**src/rtl/mac_tx_rmii.sv**
```systemverilog
// mac_tx_rmii: RMII TX MAC (preamble/SFD, pad, CRC32 FCS, IFG); byte stream in i_mac_tx_* / o_mac_tx_rdy, dibits out o_rmii_tx_*, status o_tx_busy/o_tx_err
module mac_tx_rmii #(
  parameter bit P_PAD_EN    = 1'b1,
  parameter int P_MIN_LEN   = 60,
  parameter int P_IFG_BYTES = 12
) (
  input  logic       i_clk,
  input  logic       i_rst,
  input  logic       i_mac_tx_sop,
  input  logic       i_mac_tx_eop,
  input  logic       i_mac_tx_vld,
  input  logic [7:0] i_mac_tx_dat,
  output logic       o_mac_tx_rdy,
  output logic       o_tx_busy,
  output logic       o_tx_err,
  output logic       o_rmii_tx_vld,
  output logic [1:0] o_rmii_tx_dat
);
  typedef enum logic [2:0] {IDLE, PRE, DATA, PAD, FCS, IFG} state_t;
  state_t      state_q, state_d;
  logic [1:0]  dc_q, dc_d, txd_q, txd_d;
  logic [10:0] bc_q, bc_d, bc_sat;
  logic [11:0] bc_inc;
  logic [31:0] crc_q, crc_d, fcs;
  logic [7:0]  dat_q, dat_d, cur;
  logic        eop_q, eop_d, bad_q, bad_d, pad;
  logic        rdy_q, rdy_d, busy_q, busy_d, err_q, err_d, txv_q, txv_d;
  function automatic logic [31:0] crc2(input logic [31:0] c, input logic [1:0] d);
    logic [31:0] r;
    r = c;
    for (int i = 0; i < 2; i++) r = (r >> 1) ^ ((r[0] ^ d[i]) ? 32'hEDB88320 : 32'h0);
    return r;
  endfunction
  always_comb begin
    bc_inc  = {1'b0, bc_q} + 12'd1;
    bc_sat  = (&bc_q) ? bc_q : bc_inc[10:0];
    pad     = 1'b0;
    state_d = state_q;
    dc_d    = state_q == IDLE ? 2'd0 : dc_q + 2'd1;
    bc_d    = bc_q;
    dat_d   = dat_q;
    eop_d   = eop_q;
    bad_d   = bad_q;
    err_d   = 1'b0;
    case (state_q)
      IDLE: if (i_mac_tx_vld) begin
        state_d = i_mac_tx_sop ? PRE : IDLE;
        err_d   = !i_mac_tx_sop;
        bc_d    = '0;
      end
      PRE: if (dc_q == 2'd3) begin
        if (bc_q == 11'd7) begin
          bc_d    = '0;
          state_d = i_mac_tx_vld ? DATA : FCS;
          bad_d   = !i_mac_tx_vld;
          err_d   = !i_mac_tx_vld;
          dat_d   = i_mac_tx_dat;
          eop_d   = i_mac_tx_eop;
        end else bc_d = bc_sat;
      end
      DATA: if (dc_q == 2'd3) begin
        if (eop_q) begin
          pad     = P_PAD_EN && bc_inc < 12'(P_MIN_LEN);
          state_d = pad ? PAD : FCS;
          bc_d    = pad ? bc_sat : '0;
        end else if (i_mac_tx_vld) begin
          dat_d = i_mac_tx_dat;
          eop_d = i_mac_tx_eop;
          err_d = i_mac_tx_sop;
          bc_d  = bc_sat;
        end else begin
          state_d = FCS;
          bad_d   = 1'b1;
          err_d   = 1'b1;
          bc_d    = '0;
        end
      end
      PAD: if (dc_q == 2'd3) begin
        pad     = bc_inc < 12'(P_MIN_LEN);
        state_d = pad ? PAD : FCS;
        bc_d    = pad ? bc_sat : '0;
      end
      FCS: if (dc_q == 2'd3) begin
        state_d = bc_q == 11'd3 ? IFG : FCS;
        bc_d    = bc_q == 11'd3 ? '0 : bc_sat;
      end
      IFG: if (dc_q == 2'd3) begin
        if (bc_q == 11'(P_IFG_BYTES - 1)) begin
          state_d = i_mac_tx_vld && i_mac_tx_sop ? PRE : IDLE;
          bc_d    = '0;
        end else bc_d = bc_sat;
      end
      default: state_d = IDLE;
    endcase
    bad_d  = state_d == PRE ? 1'b0 : bad_d;
    // an underrun leaves the CRC uninverted on the wire so the receiver rejects the frame
    fcs    = bad_d ? crc_q : ~crc_q;
    cur    = state_d == PRE  ? (bc_d == 11'd7 ? 8'hD5 : 8'h55) :
             state_d == DATA ? dat_d :
             state_d == FCS  ? 8'(fcs >> {bc_d[1:0], 3'b000}) : 8'h00;
    txd_d  = 2'(cur >> {dc_d, 1'b0});
    crc_d  = state_d == PRE ? '1 : (state_d == DATA || state_d == PAD) ? crc2(crc_q, txd_d) : crc_q;
    txv_d  = state_d inside {PRE, DATA, PAD, FCS};
    busy_d = state_d != IDLE;
    rdy_d  = dc_d == 2'd3 && ((state_d == PRE && bc_d == 11'd7) || (state_d == DATA && !eop_d));
  end
  always_ff @(posedge i_clk or posedge i_rst)
    if (i_rst) begin
      state_q <= IDLE;
      dc_q    <= '0;
      bc_q    <= '0;
      crc_q   <= '0;
      dat_q   <= '0;
      eop_q   <= 1'b0;
      bad_q   <= 1'b0;
      rdy_q   <= 1'b0;
      busy_q  <= 1'b0;
      err_q   <= 1'b0;
      txv_q   <= 1'b0;
      txd_q   <= '0;
    end else begin
      state_q <= state_d;
      dc_q    <= dc_d;
      bc_q    <= bc_d;
      crc_q   <= crc_d;
      dat_q   <= dat_d;
      eop_q   <= eop_d;
      bad_q   <= bad_d;
      rdy_q   <= rdy_d;
      busy_q  <= busy_d;
      err_q   <= err_d;
      txv_q   <= txv_d;
      txd_q   <= txd_d;
    end
  assign o_mac_tx_rdy  = rdy_q;
  assign o_tx_busy     = busy_q;
  assign o_tx_err      = err_q;
  assign o_rmii_tx_vld = txv_q;
  assign o_rmii_tx_dat = txd_q;
endmodule

```
**config.mk**
```make
export PLATFORM = sky130hd
export DESIGN_NAME = mac_tx_rmii
export DESIGN_NICKNAME = d
export VERILOG_FILES = /design/src/rtl/mac_tx_rmii.sv
export SDC_FILE = /design/constraint.sdc
export NUM_CORES = 1
export LEC_CHECK = 0
export CORE_ASPECT_RATIO = 1.4
export CORE_MARGIN = 1.5
export CORE_UTILIZATION = 50
export CTS_BUF_LIST = sky130_fd_sc_hd__clkbuf_8
export CTS_CLUSTER_DIAMETER = 120
export DETAILED_ROUTE_END_ITERATION = 6
export PLACE_DENSITY = 0.7
export SLEW_MARGIN = 40
export SYNTH_ARGS = -nofsm -noshare
export SYNTH_HDL_FRONTEND = slang
export SYNTH_SLANG_ARGS = --single-unit
```
**constraint.sdc**
```tcl
create_clock -name i_clk -period 4.8 [get_ports i_clk]
set_input_delay 0.48 -clock i_clk [delete_from_list [all_inputs] [get_ports i_clk]]
set_output_delay 0.48 -clock i_clk [all_outputs]
set_load 0.1 [all_outputs]
```
==> results of run 1 <==
[layer usage]
layer	routed length (um)	part of all wire, %
met5	0	0
met4	445	3.6
met3	460	3.7
met2	6590	53
met1	4960	40
[Yosys cell counts (all sizes together) (3+ instances only)]
cell type,instances,area (um^2)
nor2b,3,18.8
buf,14,78.8
nand2b,11,68.8
inv,17,63.8
clkbuf,22,82.6
or3,7,43.8
a21boi,5,37.5
a31oi,3,18.8
nand4,6,52.6
a2111oi,3,70.1
mux4,3,67.6
o211ai,12,95.1
a311oi,3,50.1
o22a,30,263
nor3,8,61.3
a21oi,34,178
or2,5,31.3
xnor3,13,293
nand2,34,130
xor2,11,115
dfrtp,64,1600
nor2,30,113
a21o,4,30.0
and3,6,42.5
nand3,18,95.1
mux2i,10,100
o21ai,27,143
mux2,4,45.0
xnor2,16,140
and2,5,31.3
nor4,4,40.0
a211oi,8,77.6
[sequential cells by signal, summed over array words and instances (netlist names)]
name	flops
bad_q	1
bc_q	11
crc_q	32
dat_q	8
dc_q	2
eop_q	1
o_mac_tx_rdy	1
o_rmii_tx_dat	2
o_rmii_tx_vld	1
o_tx_busy	1
o_tx_err	1
state_q	3
[cell type report]
cell class / count / area (um^2) / share of cell area [%]
clock buffers: 10 / 138 / 2.57
repair buffers: 56 / 452 / 8.42
well taps: 107 / 134 / 2.50
inverters: 17 / 63.8 / 1.19
flip-flops and latches: 64 / 1600 / 29.9
multi-input cells: 367 / 2920 / 54.4
clock inverters: 6 / 60.1 / 1.12
[power by group through the flow]
stage               registers [mW]  clock network, mW  logic [mW]
finish                       0.795              0.461        2.08
global route                 0.814              0.497        2.24
CTS                          0.791              0.471        2.02
detailed placement           0.802                  0        2.01
global placement             0.797                  0        2.00
floorplan                    0.871                  0        1.41
[cell usage in the layout (no fill, tap or decap), types with 4 or more instances in the layout]
cell type,count
sky130_fd_sc_hd__a21o_1,4
sky130_fd_sc_hd__nand4_1,5
sky130_fd_sc_hd__buf_2,6
sky130_fd_sc_hd__clkbuf_8,10
sky130_fd_sc_hd__a211oi_1,4
sky130_fd_sc_hd__xnor3_1,13
sky130_fd_sc_hd__mux2i_1,10
sky130_fd_sc_hd__nand2_1,33
sky130_fd_sc_hd__or2_2,4
sky130_fd_sc_hd__clkdlybuf4s50_1,12
sky130_fd_sc_hd__inv_1,17
sky130_fd_sc_hd__or3_1,7
sky130_fd_sc_hd__nand2b_1,11
sky130_fd_sc_hd__buf_4,36
sky130_fd_sc_hd__mux2_2,4
sky130_fd_sc_hd__a21boi_0,4
sky130_fd_sc_hd__xnor2_1,16
sky130_fd_sc_hd__nor2_1,29
sky130_fd_sc_hd__o211ai_1,11
sky130_fd_sc_hd__a21oi_1,32
sky130_fd_sc_hd__dfrtp_1,64
sky130_fd_sc_hd__nand3_1,17
sky130_fd_sc_hd__and2_1,5
sky130_fd_sc_hd__and3_1,5
sky130_fd_sc_hd__o22a_1,30
sky130_fd_sc_hd__nor3_1,4
sky130_fd_sc_hd__o21ai_0,22
sky130_fd_sc_hd__xor2_1,10
[logic make-up (layout without fill, tap and decap cells)]
kind of cell | Yosys count | count (layout) | synth area share (%)
multiplexers | 17 | 17 | 4.53
AO/OA/AOI/OAI | 156 | 156 | 25.9
flip-flops | 64 | 64 | 34.1
XOR/XNOR | 40 | 40 | 11.7
adder cells (fa/ha/maj) | 2 | 2 | 0.533
buffers and inverters | 53 | 89 | 4.80
AND/OR/NAND/NOR | 152 | 152 | 18.5
[what timing repair did]
item	4_1_cts	5_1_grt
pin swaps	0	3
endpoints found under the setup margin	10	21
setup buffers	0	1
gates resized for setup	1	9
[worst max-delay path by stage]
stage                            startpoint               endpoint  cells after the start
final                     bc_q[4]$_DFF_PP0_  crc_q[29]$_DFFE_PP0P_                     14
after floorplan           bc_q[1]$_DFF_PP0_   crc_q[8]$_DFFE_PP0P_                     18
after global routing      bc_q[4]$_DFF_PP0_  crc_q[30]$_DFFE_PP0P_                     17
after detailed placement  bc_q[1]$_DFF_PP0_  crc_q[20]$_DFFE_PP0P_                     15
after CTS                 bc_q[1]$_DFF_PP0_  crc_q[14]$_DFFE_PP0P_                     17
after global placement    bc_q[1]$_DFF_PP0_  crc_q[15]$_DFFE_PP0P_                     16
[critical path, stage by stage, from the launching register on]
cell and delay (ns):
sky130_fd_sc_hd__dfrtp_1 0.51, sky130_fd_sc_hd__or4_4 0.63, sky130_fd_sc_hd__nor4_4 0.31, sky130_fd_sc_hd__a21oi_2 0.18, sky130_fd_sc_hd__nor3_2 0.37, sky130_fd_sc_hd__a21o_1 0.25
sky130_fd_sc_hd__a21oi_1 0.12, sky130_fd_sc_hd__nor3b_1 0.26, sky130_fd_sc_hd__nand4b_1 0.17, sky130_fd_sc_hd__or4b_1 0.58, sky130_fd_sc_hd__o211ai_1 0.15, sky130_fd_sc_hd__nand3_1 0.12
sky130_fd_sc_hd__and4b_4 0.31, sky130_fd_sc_hd__xnor3_1 0.36, sky130_fd_sc_hd__o22a_1 0.18
[through the flow]
stage	power [mW]	util, %
finish	3.33	59.1
global route	3.55	59.1
CTS	3.28	58.4
detailed placement	2.81	56.2
global placement	2.80	56.6
floorplan	2.29	-
==> results.sh, run 1 <==
export IMPL_global_route_met1_usage_pct=32.1
export IMPL_vias_in_the_first_global_route=4109
export IMPL_switching_share_pct=46.7
export IMPL_netlist_instances=484
export IMPL_post_route_period_util_pct=96.1
export IMPL_avgViaCountPerCell=6.37
export IMPL_clock_tree_root_cell="sky130_fd_sc_hd__clkbuf_8"
export IMPL_layout_drive_gt1_share_pct=19.6
export IMPL_worstReg2RegStart="bc_q[4]$_DFF_PP0_"
export IMPL_fmax_mhz=217
export IMPL_power_switching_mw=1.56
export IMPL_whs_endpoint="dat_q[4]$_DFF_PP0_"
export IMPL_grt_start_max_net_pins=65
export IMPL_io_pins=19
export IMPL_hp_start="dat_q[4]$_DFF_PP0_"
export IMPL_seq_power_share_pct=23.8
export IMPL_detail_route_antenna_nets=0
export IMPL_cts_reportedPaths_clkPinSlew_ns=0.07
export IMPL_critical_path_reg2reg_endpoint="crc_q[29]$_DFFE_PP0P_"
export IMPL_grt_use_met3_pct=4.21
export IMPL_share_clk_of_total_power_pct=13.8
export IMPL_final_hold_viol_count=0
export IMPL_dieHeight_um=118
export IMPL_cell_internal_power_dissipation_mw=1.78
export IMPL_reg2reg_setup_slack_ns=0.18
export IMPL_antenna_cells=0
export IMPL_power_leakage_nw=2.14
export IMPL_grt_ovfl_total=0
export IMPL_hold_class="flip-flop to flip-flop"
export IMPL_final_max_slew_violation_count=0
export IMPL_run_status="complete, but fails checks"
export IMPL_cts_buffers_inserted=9
export IMPL_synth_seq_area_share_pct=34.1
export IMPL_power_density_nw_per_um2=621
export IMPL_ys_warn_count=0
export IMPL_fin_crit_ns=4.62
export IMPL_async_reset_ff_share_pct=100
export IMPL_cap_viol_max_count=0
export IMPL_worst_ir_drop_vdd_mv=0.336
export IMPL_fin_hold_ws_ns=0.509
export IMPL_p_comb_share_pct=62.3
export IMPL_failing_checks="DRC"
export IMPL_vias_after_detailed_routing=3993
export IMPL_place_inst=610
export IMPL_design_core_area_um2=9080
export IMPL_setup_slack_ns=0.185
export IMPL_dr_first_iter_drc_count=254
export IMPL_placed_area_um2=5110
export IMPL_worstSetupStartpointType="flip-flop"
export IMPL_htreeDepth=3
export IMPL_cts_sinks=64
export IMPL_grt_busiest_layer="met2"
export IMPL_worst_setup_path_end_kind="flip-flop"
export IMPL_worstPathRequired_ns=5.04
export IMPL_final_cell_count_no_fill=627
export IMPL_finish_instance_area_um2=5370
export IMPL_cp_arrival_ns=4.85
export IMPL_placementRows=41
export IMPL_cts_hold_buf=0
export IMPL_timing_max_slew_rel_slack_pct=55.6
export IMPL_setup_tns_final_ns=0
export IMPL_synthesis_nets=499
export IMPL_start_util_pct=51.7
export IMPL_fillCellCount=793
export IMPL_remaining_drc_errors=2
export IMPL_synth_avg_cell_area_um2=9.69
export IMPL_synth_edf_count=0
export IMPL_clockBufferDepth=2
export IMPL_die_width_um=84.9
export IMPL_synth_cell_types=87
export IMPL_place_congestion=1.03
export IMPL_hold_path_cell_count=2
export IMPL_clock_skew_final_ns=0.0126
export IMPL_cts_tree="done"
export IMPL_antenna_found_initial=0
export IMPL_routedWlPerCell_um=19.9
export IMPL_total_global_routing_track_utilization_pct=26.7
export IMPL_dieArea_um2=9980
export IMPL_final_setup_viol_count=0
export IMPL_crit_fanout=10
export IMPL_final_net_count=530
export IMPL_reg2regPathDepth=14
export IMPL_synth_area_um2=4690
export IMPL_post_dp_hpwl_mm=9.32
export IMPL_clkLatencyLatePin_ns=0.36
export IMPL_numPortBuffers=18
export IMPL_timing_worst_slew_pin_value_ns=0.662
export IMPL_drt_first_pass_iters=7
export IMPL_dp_slack_ns=0.000924
export IMPL_global_route_wire_length_before_repair_mm=21.1
export IMPL_ys_flop_type="sky130_fd_sc_hd__dfrtp_1"
export IMPL_groute_layer_met2_usage_pct=46.9
export IMPL_ys_seq_elements=64
export IMPL_grt_setup_unrepaired="no"
export IMPL_critical_path_class="flip-flop to flip-flop"
export IMPL_flow_area_growth_from_synthesis_pct=14.3
export IMPL_totalWireLength_mm=12.5
Note: power is estimated with default switching activity, not from simulation.
==> run 2, diff against run 1 <==
--- a/config.mk
+++ b/config.mk
@@ -11,6 +11,8 @@
 export CTS_BUF_LIST = sky130_fd_sc_hd__clkbuf_8
 export CTS_CLUSTER_DIAMETER = 120
 export DETAILED_ROUTE_END_ITERATION = 6
+export GPL_ROUTABILITY_DRIVEN = 1
+export GPL_TIMING_DRIVEN = 0
 export PLACE_DENSITY = 0.7
 export SLEW_MARGIN = 40
 export SYNTH_ARGS = -nofsm -noshare
==> results.sh, run 2 (synthesis results as in run 1) <==
export IMPL_run_status="complete, but fails checks"
export IMPL_failing_checks="DRC"
export IMPL_cts_sinks=64
export IMPL_worst_ir_drop_vdd_mv=0.335
export IMPL_fillCellCount=770
export IMPL_numPortBuffers=18
export IMPL_fin_hold_ws_ns=0.470
export IMPL_setup_tns_final_ns=0
export IMPL_cts_tree="done"
export IMPL_htreeDepth=3
export IMPL_vias_in_the_first_global_route=4059
export IMPL_power_density_nw_per_um2=629
export IMPL_path_cells="buf_6, or4_4, nor4_4, buf_4, nand3_1, a21oi_1, a311oi_2, or2_2, or3_1, mux2i_1, a2111oi_2, a211oi_2, a211oi_4, buf_12, buf_4, xnor2_1, xnor3_1, o22a_1"
export IMPL_layout_drive_gt1_share_pct=19.3
export IMPL_max_flop_register="crc_q"
export IMPL_power_leakage_nw=2.13
export IMPL_antenna_found_initial=0
export IMPL_cp_arrival_ns=4.93
export IMPL_share_clk_of_total_power_pct=12.2
export IMPL_met3_length_um=417
export IMPL_met2WireLength_mm=6.73
export IMPL_fin_crit_ns=4.70
export IMPL_cts_buffers_inserted=9
export IMPL_drt_first_pass_iters=7
export IMPL_critical_path_slowest_cell="sky130_fd_sc_hd__or4_4"
export IMPL_clock_tree_root_cell="sky130_fd_sc_hd__clkbuf_8"
export IMPL_grt_ovfl_total=0
export IMPL_wl_met1_mm=5.06
export IMPL_cell_internal_power_dissipation_mw=1.80
export IMPL_remaining_drc_errors=2
export IMPL_crit_fanout=9
export IMPL_fmax_mhz=213
export IMPL_p_comb_share_pct=65.5
export IMPL_antenna_cells=0
export IMPL_worstPathRequired_ns=5.03
export IMPL_largestRegisters="crc_q (32), bc_q (11), dat_q (8)"
export IMPL_avgViaCountPerCell=6.41
export IMPL_worst_path_most_repeated_cell="sky130_fd_sc_hd__buf_4"
export IMPL_clockBufferDepth=2
export IMPL_routedWlPerCell_um=19.7
export IMPL_die_width_um=84.9
export IMPL_final_max_slew_violation_count=0
export IMPL_clock_skew_final_ns=0.0106
export IMPL_hold_class="input pin to async pin"
export IMPL_post_dp_hpwl_mm=9.33
export IMPL_io_pins=19
export IMPL_layout_cells_most_common_list="63 x sky130_fd_sc_hd__dfrtp_1, 32 x sky130_fd_sc_hd__nand2_1, 32 x sky130_fd_sc_hd__a21oi_1"
export IMPL_final_setup_viol_count=0
export IMPL_post_route_period_util_pct=97.9
export IMPL_clkLatencyLatePin_ns=0.36
export IMPL_final_hold_viol_count=0
export IMPL_power_switching_mw=1.62
export IMPL_dr_first_iter_drc_count=314
export IMPL_vias_after_detailed_routing=4115
export IMPL_placementRows=41
export IMPL_grt_start_max_net_pins=36
export IMPL_start_util_pct=51.7
export IMPL_total_global_routing_track_utilization_pct=26.2
export IMPL_reg2regPathDepth=18
export IMPL_timing_worst_slew_pin_value_ns=0.645
export IMPL_timing_max_slew_rel_slack_pct=56.7
export IMPL_flow_area_growth_from_synthesis_pct=15.8
export IMPL_global_route_wire_length_before_repair_mm=20.6
export IMPL_cp_slowest_stage_delay_ns=0.59
export IMPL_largest_reg_flops=32
export IMPL_dieHeight_um=118
export IMPL_critical_path_class="flip-flop to flip-flop"
export IMPL_switching_share_pct=47.4
export IMPL_totalWireLength_mm=12.6
export IMPL_final_net_count=546
export IMPL_top_layer_used="met4"
export IMPL_mostFrequentLayoutCell="sky130_fd_sc_hd__dfrtp_1"
export IMPL_detail_route_antenna_nets=0
export IMPL_design_core_area_um2=9080
export IMPL_worst_setup_path_end_kind="flip-flop"
export IMPL_dieArea_um2=9980
export IMPL_place_congestion=0.980
export IMPL_cts_reportedPaths_clkPinSlew_ns=0.07
export IMPL_worstSetupStartpointType="flip-flop"
export IMPL_cap_viol_max_count=0
export IMPL_seq_power_share_pct=22.3
[run 2: cell types whose count changed in the layout (fill, tap and decap cells not counted), moves of 2 or more]
cell and change:
sky130_fd_sc_hd__buf_1 +2, sky130_fd_sc_hd__clkbuf_2 +3, sky130_fd_sc_hd__clkbuf_1 +20, sky130_fd_sc_hd__nor3_2 +2
sky130_fd_sc_hd__buf_2 +4, sky130_fd_sc_hd__a211oi_4 +2, sky130_fd_sc_hd__buf_4 -17, sky130_fd_sc_hd__nand2_2 +2
sky130_fd_sc_hd__a211oi_2 -2, sky130_fd_sc_hd__buf_12 +2
[run 2: final cells by class]
| class | count | area, um^2 | area share (%) |
|---|---|---|---|
| Clock inverter | 4 | 21.3 | 0.392 |
| Inverter | 17 | 66.3 | 1.22 |
| Multi-Input combinational cell | 367 | 2960 | 54.4 |
| Timing Repair Buffer | 37 | 330 | 6.08 |
| Sequential cell | 64 | 1600 | 29.5 |
| Tap cell | 107 | 134 | 2.46 |
| Clock buffer | 11 | 151 | 2.79 |
| Buffer | 35 | 170 | 3.13 |
[run 2: per-stage QoR]
stage                     worst slack, ns  instance area [um^2]  cells  power, mW  utilization, %
after floorplan                     0.283                  4690    484       2.29               -
final                               0.103                  5430    642       3.42            59.8
after global placement             -0.371                  5010    609       2.70            55.1
after global routing              -0.0534                  5430    642       3.63            59.8
after detailed placement           -0.411                  5000    610       2.72            55.1
after CTS                         0.00737                  5300    635       3.31            58.4
[run 2: path summary, 6_finish.rpt]
kind	start	to	slack, ns
setup / recovery	bc_q[4]$_DFF_PP0_	crc_q[20]$_DFFE_PP0P_	0.10
hold / removal	i_rst	bc_q[7]$_DFF_PP0_	0.47
setup reg to reg	bc_q[4]$_DFF_PP0_	crc_q[20]$_DFFE_PP0P_	0.10
hold reg to reg	dat_q[7]$_DFF_PP0_	dat_q[7]$_DFF_PP0_	0.51
max in group asynchronous	i_rst	dat_q[0]$_DFF_PP0_	3.80
min in group i_clk	dat_q[7]$_DFF_PP0_	dat_q[7]$_DFF_PP0_	0.51
[run 2: timing repair]
| item | 4_1_cts | 5_1_grt |
|---|---|---|
| resized for setup | 7 | 20 |
| pin swaps | 7 | 6 |
| hold buffers | 0 | 0 |
| gates cloned | 0 | 0 |
| setup endpoints to repair | 21 | 21 |
| setup buffers | 10 | 8 |
[run 2: power groups by stage]
stage | registers [mW] | logic, mW | clock network (mW)
after floorplan | 0.871 | 1.41 | 0
after global placement | 0.772 | 1.93 | 0
after detailed placement | 0.775 | 1.95 | 0
after CTS | 0.766 | 2.12 | 0.428
after global routing | 0.778 | 2.41 | 0.448
final | 0.763 | 2.24 | 0.417
[run 2: worst max-delay path, delay by kind of cell, from the launching register on]
family | cells | cell delay, ns
compound gates | 6 | 1.01
flops | 1 | 0.37
mux | 1 | 0.18
buf+inv | 4 | 0.64
xor+xnor | 2 | 0.43
simple gates | 5 | 1.94
[run 2: layer usage]
metal | GRT usage (%) | vias up
met5 | 0 | -
met3 | 4.14 | 48
met2 | 46.3 | 126
li1 | - | 1899
met1 | 31.1 | 2042
met4 | 11.3 | 0
==> run 3, diff against run 2 <==
--- a/config.mk
+++ b/config.mk
@@ -14,6 +14,7 @@
 export GPL_ROUTABILITY_DRIVEN = 1
 export GPL_TIMING_DRIVEN = 0
 export PLACE_DENSITY = 0.7
+export SKIP_CTS_REPAIR_TIMING = 1
 export SLEW_MARGIN = 40
 export SYNTH_ARGS = -nofsm -noshare
 export SYNTH_HDL_FRONTEND = slang
==> results.sh, run 3 (synthesis results as in run 1) <==
export IMPL_final_net_count=547
export IMPL_final_hold_viol_count=0
export IMPL_global_route_wire_length_before_repair_mm=20.3
export IMPL_cap_viol_max_count=0
export IMPL_place_congestion=0.980
export IMPL_timing_worst_slew_pin_value_ns=0.639
export IMPL_clkLatencyLatePin_ns=0.35
export IMPL_hold_class="input pin to async pin"
export IMPL_fin_crit_ns=4.67
export IMPL_sequential_cell_area_um2=1600
export IMPL_die_width_um=84.9
export IMPL_critical_path_reg2reg_endpoint="crc_q[30]$_DFFE_PP0P_"
export IMPL_setup_tns_final_ns=0
export IMPL_timing_max_slew_rel_slack_pct=57.4
export IMPL_reg2regPathDepth=16
export IMPL_dp_slack_ns=-0.411
export IMPL_fillCellCount=772
export IMPL_placementRows=41
export IMPL_detail_route_antenna_nets=0
export IMPL_cp_arrival_ns=4.94
export IMPL_clockBufferDepth=2
export IMPL_totalWireLength_mm=12.6
export IMPL_avgViaCountPerCell=6.39
export IMPL_final_max_slew_violation_count=0
export IMPL_failing_checks="DRC"
export IMPL_grt_start_max_net_pins=36
export IMPL_vias_in_the_first_global_route=4011
export IMPL_routedWlPerCell_um=19.6
export IMPL_cts_sinks=64
export IMPL_power_density_nw_per_um2=631
export IMPL_remaining_drc_errors=2
export IMPL_grt_busiest_layer="met2"
export IMPL_post_dp_hpwl_mm=9.33
export IMPL_critical_path_class="flip-flop to flip-flop"
export IMPL_design_core_area_um2=9080
export IMPL_groute_layer_met2_usage_pct=45.1
export IMPL_io_pins=19
export IMPL_drt_first_pass_iters=7
export IMPL_power_leakage_nw=2.13
export IMPL_final_setup_viol_count=0
export IMPL_grt_ovfl_total=0
export IMPL_dieArea_um2=9980
export IMPL_cts_buffers_inserted=9
export IMPL_total_global_routing_track_utilization_pct=25.8
export IMPL_setup_slack_ns=0.129
export IMPL_dr_first_iter_drc_count=324
export IMPL_layout_core_utilization_pct=60.1
export IMPL_layout_drive_gt1_share_pct=18.7
export IMPL_multi_input_comb_area_um2=2980
export IMPL_largestRegisters="crc_q (32), bc_q (11), dat_q (8)"
export IMPL_grt_use_met3_pct=4.07
export IMPL_mostFrequentLayoutCell="sky130_fd_sc_hd__dfrtp_1"
export IMPL_run_status="complete, but fails checks"
export IMPL_clock_skew_final_ns=0.0106
export IMPL_vias_after_detailed_routing=4110
export IMPL_worstReg2RegStart="bc_q[4]$_DFF_PP0_"
export IMPL_max_flop_register="crc_q"
export IMPL_antenna_cells=0
export IMPL_flow_area_growth_from_synthesis_pct=16.3
export IMPL_worst_setup_path_end_kind="flip-flop"
export IMPL_post_route_period_util_pct=97.3
export IMPL_cts_reportedPaths_clkPinSlew_ns=0.07
export IMPL_fmax_mhz=214
export IMPL_worst_ir_drop_vdd_mv=0.334
export IMPL_dieHeight_um=118
export IMPL_timing_critical_path_from="bc_q[4]$_DFF_PP0_"
export IMPL_cts_tree="done"
export IMPL_clock_tree_root_cell="sky130_fd_sc_hd__clkbuf_8"
export IMPL_reg2reg_setup_slack_ns=0.13
export IMPL_numPortBuffers=18
export IMPL_antenna_found_initial=0
export IMPL_largest_reg_flops=32
export IMPL_layout_cells_most_common_list="63 x sky130_fd_sc_hd__dfrtp_1, 32 x sky130_fd_sc_hd__nand2_1, 32 x sky130_fd_sc_hd__a21oi_1"
export IMPL_start_util_pct=51.7
export IMPL_worstSetupStartpointType="flip-flop"
export IMPL_global_route_met1_usage_pct=30.7
export IMPL_htreeDepth=3
export IMPL_crit_fanout=9
export IMPL_worstPathRequired_ns=5.07
-- run 3: report_power, final --
group	switching (mW)	leakage [nW]	internal, mW	total [mW]
logic	1.33	1.35	0.935	2.26
registers	0.0927	0.687	0.672	0.765
clock network	0.207	0.0924	0.209	0.415
total	1.63	2.13	1.82	3.44
-- run 3: critical path, cell delays in order, from the launching register on --
cell,delay (ns)
sky130_fd_sc_hd__dfrtp_1,0.37
sky130_fd_sc_hd__buf_6,0.14
sky130_fd_sc_hd__or4_4,0.58
sky130_fd_sc_hd__nor4_4,0.35
sky130_fd_sc_hd__a21o_1,0.28
sky130_fd_sc_hd__o211ai_1,0.15
sky130_fd_sc_hd__a221o_1,0.40
sky130_fd_sc_hd__or2_2,0.37
sky130_fd_sc_hd__or3_1,0.38
sky130_fd_sc_hd__mux2i_1,0.18
sky130_fd_sc_hd__a2111oi_2,0.08
sky130_fd_sc_hd__a211oi_2,0.28
sky130_fd_sc_hd__a211oi_4,0.09
sky130_fd_sc_hd__buf_12,0.15
sky130_fd_sc_hd__xor2_4,0.34
sky130_fd_sc_hd__xnor3_1,0.28
sky130_fd_sc_hd__a21oi_1,0.16
-- run 3: through the flow --
stage | instances | area [um^2] | hold WS (ns) | total power, mW
3_3_place_gp | 609 | 5010 | 0.494 | 2.70
4_1_cts | 625 | 5170 | 0.479 | 3.15
3_5_place_dp | 610 | 5000 | 0.502 | 2.72
6_report | 643 | 5460 | 0.475 | 3.44
5_1_grt | 643 | 5460 | 0.516 | 3.66
2_1_floorplan | 484 | 4690 | 0.464 | 2.29
-- run 3: layout make-up --
| type | count | share of cell area [%] |
|---|---|---|
| clock buffers | 11 | 2.77 |
| flip-flops and latches | 64 | 29.4 |
| clock inverters | 4 | 0.390 |
| well taps | 107 | 2.45 |
| inverters | 17 | 1.22 |
| repair buffers | 37 | 6.05 |
| plain buffers | 36 | 3.21 |
| multi-input cells | 367 | 54.5 |
-- run 3: worst max path at each step --
stage | endpoint | slack (ns)
floorplan | crc_q[8]$_DFFE_PP0P_ | 0.28
global placement | crc_q[30]$_DFFE_PP0P_ | -0.37
detailed placement | crc_q[30]$_DFFE_PP0P_ | -0.41
CTS | crc_q[30]$_DFFE_PP0P_ | -0.44
global route | crc_q[30]$_DFFE_PP0P_ | -0.06
finish | crc_q[30]$_DFFE_PP0P_ | 0.13
-- run 3: routing by layer --
layer | vias to the layer above | routed length, um
li1 | 1905 | -
met1 | 2004 | 4990
met2 | 157 | 6720
met3 | 44 | 512
met4 | 0 | 402
met5 | - | 0
